===== src/rtl/pipe_stage_skid_reg.sv =====
// Pipeline stage register with valid/ready handshake, optional skid entry,
// flush-to-bubble and a saturating stall counter.
module pipe_stage_skid_reg #(
  parameter int unsigned     WIDTH      = 32,
  parameter bit              SKID_EN    = 1'b1,
  parameter logic [WIDTH-1:0] BUBBLE_VAL = '0,
  parameter int unsigned     CNT_W      = 16
) (
  input  logic             clk,
  input  logic             rst,
  input  logic             flush,
  input  logic             in_valid,
  output logic             in_ready,
  input  logic [WIDTH-1:0] in_data,
  output logic             out_valid,
  input  logic             out_ready,
  output logic [WIDTH-1:0] out_data,
  output logic [CNT_W-1:0] stall_cnt
);

  typedef enum logic [1:0] {
    ST_EMPTY = 2'd0,
    ST_FULL  = 2'd1,
    ST_SKID  = 2'd2
  } state_e;

  state_e           state_q;
  logic [WIDTH-1:0] main_q;
  logic [WIDTH-1:0] skid_q;
  logic [CNT_W-1:0] stall_q;

  logic acc;
  logic ret;

  assign out_valid = (state_q != ST_EMPTY);
  assign out_data  = main_q;
  assign stall_cnt = stall_q;

  // Ready source: from state flops with a skid entry, otherwise combinational
  // pass-through of downstream ready.
  generate
    if (SKID_EN) begin : g_ready_reg
      assign in_ready = (state_q != ST_SKID);
    end else begin : g_ready_comb
      assign in_ready = !out_valid || out_ready;
    end
  endgenerate

  assign acc = in_valid && in_ready;
  assign ret = out_valid && out_ready;

  // Entry FSM: main/skid storage; flush overrides any accept or return.
  always_ff @(posedge clk or posedge rst) begin
    if (rst) begin
      state_q <= ST_EMPTY;
      main_q  <= '0;
      skid_q  <= '0;
    end else if (flush) begin
      state_q <= ST_EMPTY;
      main_q  <= BUBBLE_VAL;
    end else begin
      case (state_q)
        ST_EMPTY: begin
          if (acc) begin
            state_q <= ST_FULL;
            main_q  <= in_data;
          end
        end
        ST_FULL: begin
          if (acc && ret) begin
            main_q <= in_data;
          end else if (acc && SKID_EN) begin
            state_q <= ST_SKID;
            skid_q  <= in_data;
          end else if (ret) begin
            state_q <= ST_EMPTY;
          end
        end
        ST_SKID: begin
          if (ret) begin
            state_q <= ST_FULL;
            main_q  <= skid_q;
          end
        end
        default: begin
          state_q <= ST_EMPTY;
        end
      endcase
    end
  end

  // Saturating count of cycles where output is offered but not taken.
  always_ff @(posedge clk or posedge rst) begin
    if (rst) begin
      stall_q <= '0;
    end else if (out_valid && !out_ready && (stall_q != '1)) begin
      stall_q <= stall_q + 1'b1;
    end
  end

endmodule


===== config.mk =====
export PLATFORM = sky130hd
export DESIGN_NAME = pipe_stage_skid_reg
export DESIGN_NICKNAME = d
export VERILOG_FILES = /design/src/rtl/pipe_stage_skid_reg.sv
export SDC_FILE = /design/constraint.sdc
export NUM_CORES = 1
export LEC_CHECK = 0
export CAP_MARGIN = 20
export CORE_UTILIZATION = 50
export DETAILED_ROUTE_END_ITERATION = 8
export PLACE_DENSITY = 0.81
export SLEW_MARGIN = 20
export SYNTH_ARGS = -nofsm -noshare
export SYNTH_HDL_FRONTEND = slang
export SYNTH_SLANG_ARGS = --single-unit

===== constraint.sdc =====
create_clock -name clk -period 2.9 [get_ports clk]
set_clock_uncertainty 0.1 [all_clocks]
set_input_delay 0.435 -clock clk [delete_from_list [all_inputs] [get_ports clk]]
set_output_delay 0.435 -clock clk [all_outputs]
set_load 0.1 [all_outputs]

# == Word-level counts from Yosys, hierarchy flattened ==
# Index checks and enable logic that the tools add are counted.
# word_totals
input_bits,37
out_inout_bits,50
reg_bits,82
wordCells,40
# op_classes
n_reduce_logical,12
addsub,1
n_mux,12
n_bitwise,2
n_eq_ne,9
# ops
op,n
32-bit 2-to-1 mux,4
32-bit one-hot mux with 3 select lines,1
16-bit by 1-bit adder with 16-bit output (second input constant),1
16-bit != test (second input constant),1
2-bit 2-to-1 mux,6
3-bit != test (second input constant),4
4-bit AND reduction,3
2-bit one-hot mux with 3 select lines,1
1-bit logical AND,5
4-bit != test (second input constant),1
4-bit nonzero test,1
2-bit by 1-bit == test with 1-bit output (second input constant),1
2-bit == test (second input constant),1
2-bit zero test,1
2-bit != test (second input constant),1
1-bit inverter,2
2-bit nonzero test,1
1-bit zero test,1

# == Logic depth before layout (Yosys ltp) ==
# depth
ltp_word,7
mapped_depth,6
ltp_nobuf,5

# == Worst setup path after synthesis ==
# Ideal clock, no wire load.
# synth_timing
path_type,flip-flop to flip-flop
start,register stall_q[0] (netlist: stall_cnt[0])
end,register stall_q[1] (netlist: stall_cnt[1])
period_less_slack_ns,2.546
arrival_time_ns,2.319
setup_time_ns,0.127
path_slack_ns,0.354
required_time_ns,2.673
path_buffers,0
path_stages_with_launch,6
cell_sequence,dfrtp_1 ha_1 nand4_2 nor4_4 nor2_2 mux2_4
# synth_between
elab_chain_cells,2
word_cells_on_any_way,3
cone_classes,add/sub (1); eq/ne (1); reduce/logical (1)
# synth_lines
item,line_no,source
from (decl),30,logic [CNT_W-1:0] stall_q;
from (signal assigned),97,stall_q <= stall_q + 1'b1;
"parallel branches: the longest is 2 deep, another holds 16-bit by 1-bit adder with 16-bit output",--,
# Several ways; the timed one is not identified.
# A chain may end at the register's enable or synchronous reset.

# == Worst setup path in the final report ==
# layout_timing
start,register state_q[0]
end,output port in_ready
# layout_between
elab_chain_cells,1
# layout_lines
item,line_no,source
from (decl),27,state_e state_q;
from (signal assigned),55,state_q <= ST_EMPTY;
from (signal assigned),59,state_q <= ST_EMPTY;
from (signal assigned),65,state_q <= ST_FULL;
2-bit != test,43,assign in_ready = (state_q != ST_SKID);
to (decl),13,"output logic in_ready,"
# No other way between the ends.

==> out/qor.csv <==
metric;value;unit
top post-synthesis cells by area;sky130_fd_sc_hd__dfrtp_1 (54%), sky130_fd_sc_hd__mux2i_1 (8.4%), sky130_fd_sc_hd__o31ai_1 (6.3%);
cell area after synthesis;3796;um2
critical path capture point type;output port;
Syn. warnings;0;
Layout Cell Area excl Fill;4812;um2
final clock period utilization by the worst path;77.56;%
slew at the pin with the worst max-slew slack;540.0;ps
placed wire-length estimate;5181;um
placed cell count;469;
dpl cell area;4602;um2
highest-count cells in the layout ignoring fill and taps;sky130_fd_sc_hd__dfrtp_1 (82), sky130_fd_sc_hd__buf_4 (55), sky130_fd_sc_hd__nand2_1 (39), sky130_fd_sc_hd__clkdlybuf4s50_1 (36);
Inserted Clock Buffers;9;
setup repair bufs after CTS;0;
final count of hold timing violations;0;
worst supply voltage drop on vdd;0.7199;mV
vias in the first global route;2464;
Leakage;2.394;nW
Arrival @ worst endpoint;1710;ps
switching share of power;38.82;%
post-synthesis sequential element count;82;
Initial Utilization;52.06;%
number of enable-type register cells in the synthesized netlist;0;
hold slack final;381.8;ps
average vias per placed instance;5.336;
detailed router's first-iteration violation count;94;
Total Routing Usage GR;20.03;%
number of instances in the synthesized netlist;295;
share of the yosys chip area belonging to registers;54.05;%
detailed-route wire length;7551;um
Final Total Pwr;3.431;mW
layout cells sized above 1;28.24;%
worst path cell trace;nand2b_2, buf_4;
worst reg2reg startpoint;state_q[0];
crit path launch;state_q[0];
number of top-level pins;87;
clock input transition at the sequential cells of the worst setup and hold paths;90;ps
run status;finished, final reports clean;
GR Overflow Total;0;
Max Clock Freq;0.4446;GHz
maximum root-to-sink buffer count;2;
full die area;7945;um2
total net switching power;1.332;mW
biggest area consumer among synthesized cells;sky130_fd_sc_hd__dfrtp_1;
number of max-cap violations;0;
Comb pwr share;31.6;%
ant diodes;0;
final setup TNS;0;ps
tightest slew margin relative to the limit;64.00;%
category of the most critical setup path;flop to output port;
final instance count without filler cells;485;
RSZ-0062 raised after global routing;no;
post-CTS sizing;0;
routed length per instance;15.57;um
peak fanout along the critical path;15;
post-synthesis to final-layout area growth;26.76;%
worst hold path startpoint;out_data[3];
maximum single-stage delay on the critical path;500;ps
clock latency on the worst-skew pair;340;ps
area of the core region;7292;um2
critical path required time;2370;ps
part of the total power dissipated in the clock network;24.9;%
number of nets in the synthesized netlist;333;
clock tree from TritonCTS;yes;
CP startpoint kind;flop;
Pint;2.099;mW
Async S/R FF share, synth;100.0;%
clock sink count;82;
post-synthesis cell type count;42;
Flop pwr share;43.5;%
most frequently used flop master after synthesis;sky130_fd_sc_hd__dfrtp_1;
cell row count;31;
wire length of the first global-routing pass;12160;um
number of max-slew violations in the final report;0;
PortBufs;86;
Die Ht;89.14;um
vias post-DR;2588;
cell with the biggest individual delay on the critical path;sky130_fd_sc_hd__nand2b_2;
share of the synthesized area in the top cell type;54.05;%
count of TritonRoute iterations in the first routing pass;4;
min cycle time layout;2249;ps
Post-CTS Hold Buffers;0;
number of antenna violations at the first check in global routing;0;
Power Dens Cells;713.1;nW/um2
root buffer cell;sky130_fd_sc_hd__clkbuf_8;
fillcell total;588;
final RePlAce weighted congestion;0.8016;
most frequent standard cell in the layout excluding fill and tap cells;sky130_fd_sc_hd__dfrtp_1;
Die X;89.14;um
Detail Route Antenna Nets;0;
Final Net Count;419;
average instance area after synthesis;12.87;um2
type of the tightest min-delay check;flop to flop;
number of failing setup endpoints in the final timing report;0;
pin count of the biggest net entering global routing;65;
number of H-tree levels;3;
number of remaining DRC errors;0;
[cells in the mapped netlist (all sizes together), types with 3 or more instances]
master,number
nor2,3
nor4,6
nand3,4
o31ai,32
buf,14
xnor2,5
clkbuf,4
mux2i,32
nand4,5
mux2,34
nand2,39
nor3,4
xor2,9
dfrtp,82
[worst max-delay path, delay by kind of cell, from the launching register on]
kind                   cells  cell delay (ps)
DFF                        1              480
and+or+nand+nor            1              500
buffers and inverters      1              390
[power groups by stage]
stage | clock network [mW] | logic [mW] | registers (mW)
6_report | 0.854 | 1.08 | 1.49
4_1_cts | 0.875 | 1.09 | 1.49
5_1_grt | 0.927 | 1.14 | 1.52
2_1_floorplan | 0 | 0.319 | 2.02
3_3_place_gp | 0 | 1.07 | 1.50
3_5_place_dp | 0 | 1.09 | 1.52
[state kept, by name, indices dropped and copies added (netlist names)]
register / count
state_q: 2
skid_q: 32
stall_cnt: 16
out_data: 32
[final timing paths]
check	endpoint	slack, ps	cells past startpoint
setup / recovery	in_ready	650	2
min in group asynchronous	skid_q[6]	430	3
hold reg to reg	out_data[3]	380	2
hold / removal	out_data[3]	380	2
max in group asynchronous	skid_q[31]	1880	3
setup reg to reg	out_data[22]	890	4
[stage by stage]
stage / setup WS [ps] / utilization [%]
2_1_floorplan: 256.6 / -
3_3_place_gp: 584.4 / 63.11
3_5_place_dp: 535.0 / 63.11
4_1_cts: 633.3 / 65.99
5_1_grt: 549.7 / 65.99
6_report: 650.8 / 65.99
[cells by family (layout without fill, tap and decap cells)]
group	Yosys count	after routing	synth area share [%]
mux	66	66	18.62
compound gates	40	40	8.833
flops	82	82	54.05
simple gates	72	72	11.17
buf+inv	20	111	3.757
xor+xnor	14	14	3.230
fa+ha+maj	1	1	0.3295
[per-layer routing]
| layer | GRT usage, % | share of wire [%] | vias up |
|---|---|---|---|
| li1 | - | - | 1237 |
| met1 | 28.12 | 49 | 1273 |
| met2 | 31.99 | 46 | 68 |
| met3 | 2.955 | 4.2 | 10 |
| met4 | 6.926 | 1.1 | 0 |
| met5 | 0 | 0 | - |
[layout make-up]
class / count / area [um2] / share of cell area (%)
sequential: 82 / 2052 / 42.64
clock buffer: 10 / 137.6 / 2.860
clock inverter: 6 / 72.57 / 1.508
tap: 99 / 123.9 / 2.574
timing repair buffer: 93 / 813.3 / 16.90
inverter: 2 / 8.758 / 0.1820
multi-input combinational: 193 / 1604 / 33.33
Power figures use the tool's default switching activity.
